File: src/rtl/sel_pkg.sv
// Shared selector types for the button front-end and the 2-to-4 decoder.
package sel_pkg;
  localparam int unsigned NUM_W = 2;

  typedef logic [NUM_W-1:0] num_t;

  localparam num_t NUM_MAX = 2'd3;
endpackage

File: src/rtl/sel_debounce_counter_debounce.sv
// One button channel: 2-flop synchroniser, counting debouncer and
// rising-edge pulse of the debounced level.
module debounce #(
  parameter int unsigned DEBOUNCE_CYCLES = 16
) (
  input  logic clk_i,
  input  logic reset_n,
  input  logic raw_i,
  output logic level_o,
  output logic rise_o
);
  localparam int unsigned CNT_W = $clog2(DEBOUNCE_CYCLES);
  localparam logic [CNT_W-1:0] CNT_LAST = CNT_W'(DEBOUNCE_CYCLES - 1);

  logic             r_s1;
  logic             r_s2;
  logic             r_stable;
  logic             r_stable_q;
  logic [CNT_W-1:0] r_cnt;

  // Any return of s2 to the accepted level restarts the count.
  always_ff @(posedge clk_i or negedge reset_n) begin
    if (!reset_n) begin
      r_s1       <= 1'b0;
      r_s2       <= 1'b0;
      r_stable   <= 1'b0;
      r_stable_q <= 1'b0;
      r_cnt      <= '0;
    end else begin
      r_s1       <= raw_i;
      r_s2       <= r_s1;
      r_stable_q <= r_stable;
      if (r_s2 == r_stable) begin
        r_cnt <= '0;
      end else if (r_cnt == CNT_LAST) begin
        r_stable <= r_s2;
        r_cnt    <= '0;
      end else begin
        r_cnt <= r_cnt + CNT_W'(1);
      end
    end
  end

  assign level_o = r_stable;
  assign rise_o  = r_stable & ~r_stable_q;
endmodule

File: src/rtl/sel_debounce_counter.sv
// Turns debounced up/down button presses into the 2-bit decoder selector
// with a one-cycle change strobe.
module sel_debounce_counter
  import sel_pkg::*;
#(
  parameter int unsigned DEBOUNCE_CYCLES = 16
) (
  input  logic clk_i,
  input  logic reset_n,
  input  logic btn_up_i,
  input  logic btn_dn_i,
  output num_t num,
  output logic chg
);
  logic w_up_level;
  logic w_up_rise;
  logic w_dn_level;
  logic w_dn_rise;
  logic w_up_press;
  logic w_dn_press;

  debounce #(.DEBOUNCE_CYCLES(DEBOUNCE_CYCLES)) u_up (
    .clk_i   (clk_i),
    .reset_n (reset_n),
    .raw_i   (btn_up_i),
    .level_o (w_up_level),
    .rise_o  (w_up_rise)
  );

  debounce #(.DEBOUNCE_CYCLES(DEBOUNCE_CYCLES)) u_dn (
    .clk_i   (clk_i),
    .reset_n (reset_n),
    .raw_i   (btn_dn_i),
    .level_o (w_dn_level),
    .rise_o  (w_dn_rise)
  );

  assign w_up_press = w_up_rise & w_up_level;
  assign w_dn_press = w_dn_rise & w_dn_level;

  // Simultaneous up and down presses cancel.
  always_ff @(posedge clk_i or negedge reset_n) begin
    if (!reset_n) begin
      num <= '0;
      chg <= 1'b0;
    end else begin
      case ({w_up_press, w_dn_press})
        2'b10: begin
          num <= (num == NUM_MAX) ? '0 : num + NUM_W'(1);
          chg <= 1'b1;
        end
        2'b01: begin
          num <= (num == '0) ? NUM_MAX : num - NUM_W'(1);
          chg <= 1'b1;
        end
        default: chg <= 1'b0;
      endcase
    end
  end
endmodule
File: config.mk
export PLATFORM = sky130hd
export DESIGN_NAME = sel_debounce_counter
export DESIGN_NICKNAME = d
export VERILOG_FILES = /design/src/rtl/sel_pkg.sv /design/src/rtl/sel_debounce_counter_debounce.sv /design/src/rtl/sel_debounce_counter.sv
export SDC_FILE = /design/constraint.sdc
export NUM_CORES = 1
export LEC_CHECK = 0
export CAP_MARGIN = 40
export CORE_MARGIN = 5
export CORE_UTILIZATION = 50
export CTS_CLUSTER_SIZE = 16
export DETAILED_ROUTE_END_ITERATION = 6
export PLACE_DENSITY = 0.79
export REMOVE_ABC_BUFFERS = 1
export SLEW_MARGIN = 20
export SYNTH_ARGS = -nofsm -noshare
export SYNTH_HDL_FRONTEND = slang
export SYNTH_SLANG_ARGS = --single-unit
File: constraint.sdc
create_clock -name clk_i -period 1.59 [get_ports clk_i]
set_input_delay 0.318 -clock clk_i [delete_from_list [all_inputs] [get_ports clk_i]]
set_output_delay 0.318 -clock clk_i [all_outputs]
set_load 0.005 [all_outputs]
==> run summary, run 1 <==
outcome: finished, final reports clean
Layout Skew: 0.00627 ns
Clk Tree Root Cell: clkbuf_4
vias: 465
initial antenna violation count: 0
worst reg2reg path endpoint: num[0]
post-synthesis cell area: 781 sq um
EDFF count, synth: 0
share of the synthesized area in the top cell type: 60.9%
count of maximum capacitance violations: 0
Starting Density: 52.4%
IO Port Bufs: 6
Pins Over Slew Limit: 0
Seq cells post-synth: 19
Worst-Margin Slew: 0.433 ns
post-synthesis cell type count: 16
Cell Pwr Density: 894 mW/mm^2
Post-Syn Instances: 60
fin util: 60.1%
normalized max-slew margin: 70.9%
final setup TNS: 0 ns
Hold Path Class: in2async
hold buffers post-CTS: 0
nets: 81
pin count of the biggest net entering global routing: 20
fin crit period: 1.52 ns
clock slew at reported path FFs: 0.09 ns
Seq/Total Area, Yosys: 60.9%
ANT cells: 0
register area: 475 sq um
wire per inst: 12.7 um
clock latency at the later pin of the worst-skew pair: 0.29 ns
total length of routed wires: 1100 um
Multi-input gate area: 283 sq um
layout cells sized above 1: 12.7%
endpoints failing setup: 0
final setup margin: 0.0654 ns
largest cells by area after synthesis: dfrtp_1, ha_1, xnor2_1
ys flop type: dfrtp_1
FF-to-FF path depth: 5
Hold Vio Cnt, Final: 0
synth cell count leaders: dfrtp_1, inv_1, a21oi_1, ha_1, xnor2_1
GRT Util Overall: 11.6%
WS Path Type: reg2out
Bufs on Longest Clock Path: 2
Async SR Flop Fraction: 100%
vias in the first global route: 505
post-cts gate resize count: 0
drt drc: 0
CP max-delay cell: clkdlybuf4s50_1
CTS Sinks: 19
Synth Warn #: 0
Rows: 14
DP Worst Slack: 0.314 ns
DP Wirelength: 885 um
Avg Synthesized Cell Area: 13.0 sq um
Die Y-Extent: 49.5 um
fmax: 0.656 GHz
RD Place Congestion: 0.633
Post-DRT Antenna Nets: 0
Setup crit end kind: output port
worst-path maximum fanout: 4
final period utilization: 95.9%
H-Tree Depth: 1
Die ar.: 0.00245 sq mm
area leader, netlist: dfrtp_1
core area: 0.00149 sq mm
Max IR drop VDD: 621 uV
first-pass GRT wire length: 2080 um
startpoint types: register
DR iter-0 viols: 3
FF-to-FF setup slack: 0.31 ns
Worst Path Buf+Inv: 1
DR vias/cell: 5.34
leakage power: 0.000406 uW
ordered list of cells on the worst path: clkdlybuf4s50_1
die width: 49.5 um
Critical Path AT: 1.21 ns
Crit path max-delay family: buffers and inverters
total CTS buffers: 3
CP required: 1.27 ns
First-pass DRT Iterations: 3
Fill cells: 131
CTS tree: done
GRT overflow: 0
FF-to-FF Start: u_dn.level_o
postcts setup bufs: 0
top-count cell post-synth: dfrtp_1
IO Pins: 7
synthesis-to-layout area growth: 14.6%
RSZ-0062 raised after global routing: no
Worst path max stage delay: 0.52 ns
layout by cell type (no fill, tap or decap), drive strengths merged:
master and instances:
nor2 2, nor2b 3, clkbuf 4, buf 1, nand4b 2, nor3b 2, clkdlybuf4s50 6, nand3 2
o211ai 1, ha 5, nand2b 1, dfrtp 19, inv 6, nand2 1, xnor2 5, o21ai 4
mux2 2, a21oi 5
metal layers:
layer	up-vias	share of wire, %	track usage, %
met5	-	0	0
li1	222	-	-
met4	0	0.73	5.24
met2	11	53	20.2
met1	230	38	11.4
met3	2	7.8	5.72
final cells by class:
class,count,area share (%)
multi-input combinational,35,31.6
clock buffer,4,2.94
timing repair buffer,7,7.55
inverter,6,2.52
tap,16,2.24
sequential,19,53.1
flip-flops by register name (all words and copies together), names as in the netlist:
| signal | count |
|---|---|
| u_up.r_stable_q | 1 |
| u_dn.r_cnt | 4 |
| u_up.r_cnt | 4 |
| u_dn.r_s1 | 1 |
| u_dn.level_o | 1 |
| u_up.r_s1 | 1 |
| u_up.level_o | 1 |
| u_up.r_s2 | 1 |
| u_dn.r_s2 | 1 |
| u_dn.r_stable_q | 1 |
| num | 2 |
| chg | 1 |
power breakdown:
part | internal, uW | total, uW | switching (uW) | leakage [uW]
clock network | 97.6 | 226 | 129 | 0.0000150
logic | 28.9 | 55.2 | 26.4 | 0.000140
registers | 502 | 518 | 16.5 | 0.000251
metrics by stage:
stage	power (uW)	std cells	instance area (sq um)	hold WS (ns)
2_1_floorplan	555	60	781	0.0224
3_3_place_gp	580	83	868	0.332
3_5_place_dp	585	83	868	0.338
4_1_cts	818	87	895	0.346
5_1_grt	848	87	895	0.368
6_report	800	87	895	0.341
cells by family after synthesis:
logic type / Yosys count / share of synthesized area [%]
AOI/OAI and AO/OA: 10 / 6.73
and+or+nand+nor: 13 / 12.0
DFF: 19 / 60.9
muxes: 2 / 3.85
xor gates and xnor gates: 5 / 5.61
adders and majority gates: 5 / 8.01
buffers and inverters: 6 / 2.88
worst max-delay path by stage:
stage,startpoint,endpoint,slack [ns],depth (start not counted)
after floorplan,u_dn.level_o,num[0],0.42,5
after global placement,u_dn.level_o,num[0],0.37,5
final,num[1],num[1],0.07,1
after detailed placement,u_dn.level_o,num[0],0.31,5
after global routing,num[1],num[1],0.002,1
after CTS,num[1],num[1],0.03,1
(Power assumes the default switching activity.)
==> run 2, diff against run 1 <==
--- a/config.mk
+++ b/config.mk
@@ -10,7 +10,7 @@
 export CORE_UTILIZATION = 50
 export CTS_CLUSTER_SIZE = 16
 export DETAILED_ROUTE_END_ITERATION = 6
-export PLACE_DENSITY = 0.79
+export PLACE_DENSITY = 0.78
 export REMOVE_ABC_BUFFERS = 1
 export SLEW_MARGIN = 20
 export SYNTH_ARGS = -nofsm -noshare
==> run summary, run 2 (synthesized netlist as in run 1, its figures left out) <==
GRT Util Overall: 10.7% (was 11.6%)
fmax: 0.661 GHz (was 0.656 GHz)
worst-path maximum fanout: 4 (unchanged)
WS Path Type: reg2out (unchanged)
Setup crit end kind: output port (unchanged)
drt drc: 0 (unchanged)
IO Pins: 7 (unchanged)
core area: 0.00149 sq mm (unchanged)
Pins Over Slew Limit: 0 (unchanged)
Crit path max-delay family: buffers and inverters (unchanged)
Clk Tree Root Cell: clkbuf_4 (unchanged)
First-pass DRT Iterations: 3 (unchanged)
nets: 81 (unchanged)
pin count of the biggest net entering global routing: 20 (unchanged)
vias: 454 (was 465)
synthesis-to-layout area growth: 14.7% (was 14.6%)
final period utilization: 95.2% (was 95.9%)
FF-to-FF setup slack: 0.31 ns (about the same)
initial antenna violation count: 0 (unchanged)
Worst path max stage delay: 0.51 ns (was 0.52 ns)
CP required: 1.27 ns (about the same)
total CTS buffers: 3 (unchanged)
postcts setup bufs: 0 (unchanged)
Max IR drop VDD: 457 uV (was 621 uV)
leading cell type in the layout, fill and taps excluded: dfrtp_1 (unchanged)
Die ar.: 0.00245 sq mm (unchanged)
wire per inst: 12.9 um (was 12.7 um)
FF-to-FF Start: u_dn.level_o (unchanged)
Fill cells: 119 (was 131)
IO Port Bufs: 6 (unchanged)
final hold slack: 0.334 ns (was 0.341 ns)
hold buffers post-CTS: 0 (unchanged)
total length of routed wires: 1120 um (was 1100 um)
first-pass GRT wire length: 1930 um (was 2080 um)
CTS Sinks: 19 (unchanged)
DR iter-0 viols: 3 (unchanged)
Die Y-Extent: 49.5 um (unchanged)
clock slew at reported path FFs: 0.10 ns (was 0.09 ns)
most frequent cells in the layout: dfrtp_1, inv_1, clkdlybuf4s50_1 (unchanged)
Hold Vio Cnt, Final: 0 (unchanged)
Cell Pwr Density: 906 mW/mm^2 (was 894 mW/mm^2)
Post-Layout Inst Area: 896 sq um (was 895 sq um)
DP Wirelength: 853 um (was 885 um)
endpoints failing setup: 0 (unchanged)
Starting Density: 52.4% (unchanged)
RSZ-0062 raised after global routing: no (unchanged)
outcome: finished, final reports clean (unchanged)
normalized max-slew margin: 70.3% (was 70.9%)
H-Tree Depth: 1 (unchanged)
Bufs on Longest Clock Path: 2 (unchanged)
fin crit period: 1.51 ns (was 1.52 ns)
worst reg2reg path endpoint: num[0] (unchanged)
Layout Skew: 0.00285 ns (was 0.00627 ns)
layout cells sized above 1: 14.1% (was 12.7%)
count of maximum capacitance violations: 0 (unchanged)
Critical Path AT: 1.20 ns (was 1.21 ns)
die width: 49.5 um (unchanged)
CP max-delay cell: clkdlybuf4s50_1 (unchanged)
ordered list of cells on the worst path: clkdlybuf4s50_1 (unchanged)
Post-DRT Antenna Nets: 0 (unchanged)
register area: 475 sq um (unchanged)
Worst-Margin Slew: 0.443 ns (was 0.433 ns)
CTS tree: done (unchanged)
DR vias/cell: 5.22 (was 5.34)
Rows: 14 (unchanged)
RD Place Congestion: 0.745 (was 0.633)
startpoint types: register (unchanged)
final setup TNS: 0 ns (unchanged)
ANT cells: 0 (unchanged)
vias in the first global route: 448 (was 505)
Worst Path Buf+Inv: 1 (unchanged)
clock latency at the later pin of the worst-skew pair: 0.30 ns (was 0.29 ns)
Multi-input gate area: 283 sq um (unchanged)
Hold Path Class: in2async (unchanged)
GRT overflow: 0 (unchanged)
biggest regs: u_dn.r_cnt x4, u_up.r_cnt x4, num x2 (unchanged)
FF-to-FF path depth: 5 (unchanged)
post-cts gate resize count: 0 (unchanged)
leakage power: 0.000409 uW (was 0.000406 uW)
placed instance area: 868 sq um (unchanged)
-- run 2: area by class of cell --
cell class                 count  share of cell area [%]
clock buffer                   3                    2.51
multi-input combinational     35                    31.6
tap                           16                    2.23
sequential                    19                    53.1
inverter                       6                    2.51
clock inverter                 1                   0.559
timing repair buffer           7                    7.54
-- run 2: how the worst max path moves through the flow --
stage          slack (ns)    startpoint  endpoint  cells after the start
2_1_floorplan        0.42  u_dn.level_o    num[0]                      5
3_3_place_gp         0.36  u_dn.level_o    num[0]                      5
3_5_place_dp         0.30  u_dn.level_o    num[0]                      5
4_1_cts              0.06        num[1]    num[1]                      1
5_1_grt              0.02        num[1]    num[1]                      1
6_report             0.08        num[1]    num[1]                      1
-- run 2: stage by stage --
stage                     worst slack, ns  power [uW]  instances  utilization [%]
final                              0.0761         811         87             60.2
after global routing               0.0153         865         87             60.2
after CTS                          0.0554         825         87             60.2
after detailed placement            0.299         585         83             58.3
after global placement              0.359         581         83             58.3
after floorplan                     0.425         555         60                -
-- run 2: per-layer routing --
layer	vias to the layer above	global-route usage, %	wire [um]
li1	225	-	-
met5	-	0	0
met3	4	4.52	48
met4	0	6.55	23
met1	215	12.2	502
met2	10	16.5	545
-- run 2: power by group --
group / leakage (uW) / internal [uW] / total [uW] / switching [uW]
registers: 0.000251 / 502 / 518 / 16.7
logic: 0.000140 / 29.0 / 55.9 / 26.9
clock network: 0.0000177 / 93.8 / 237 / 143
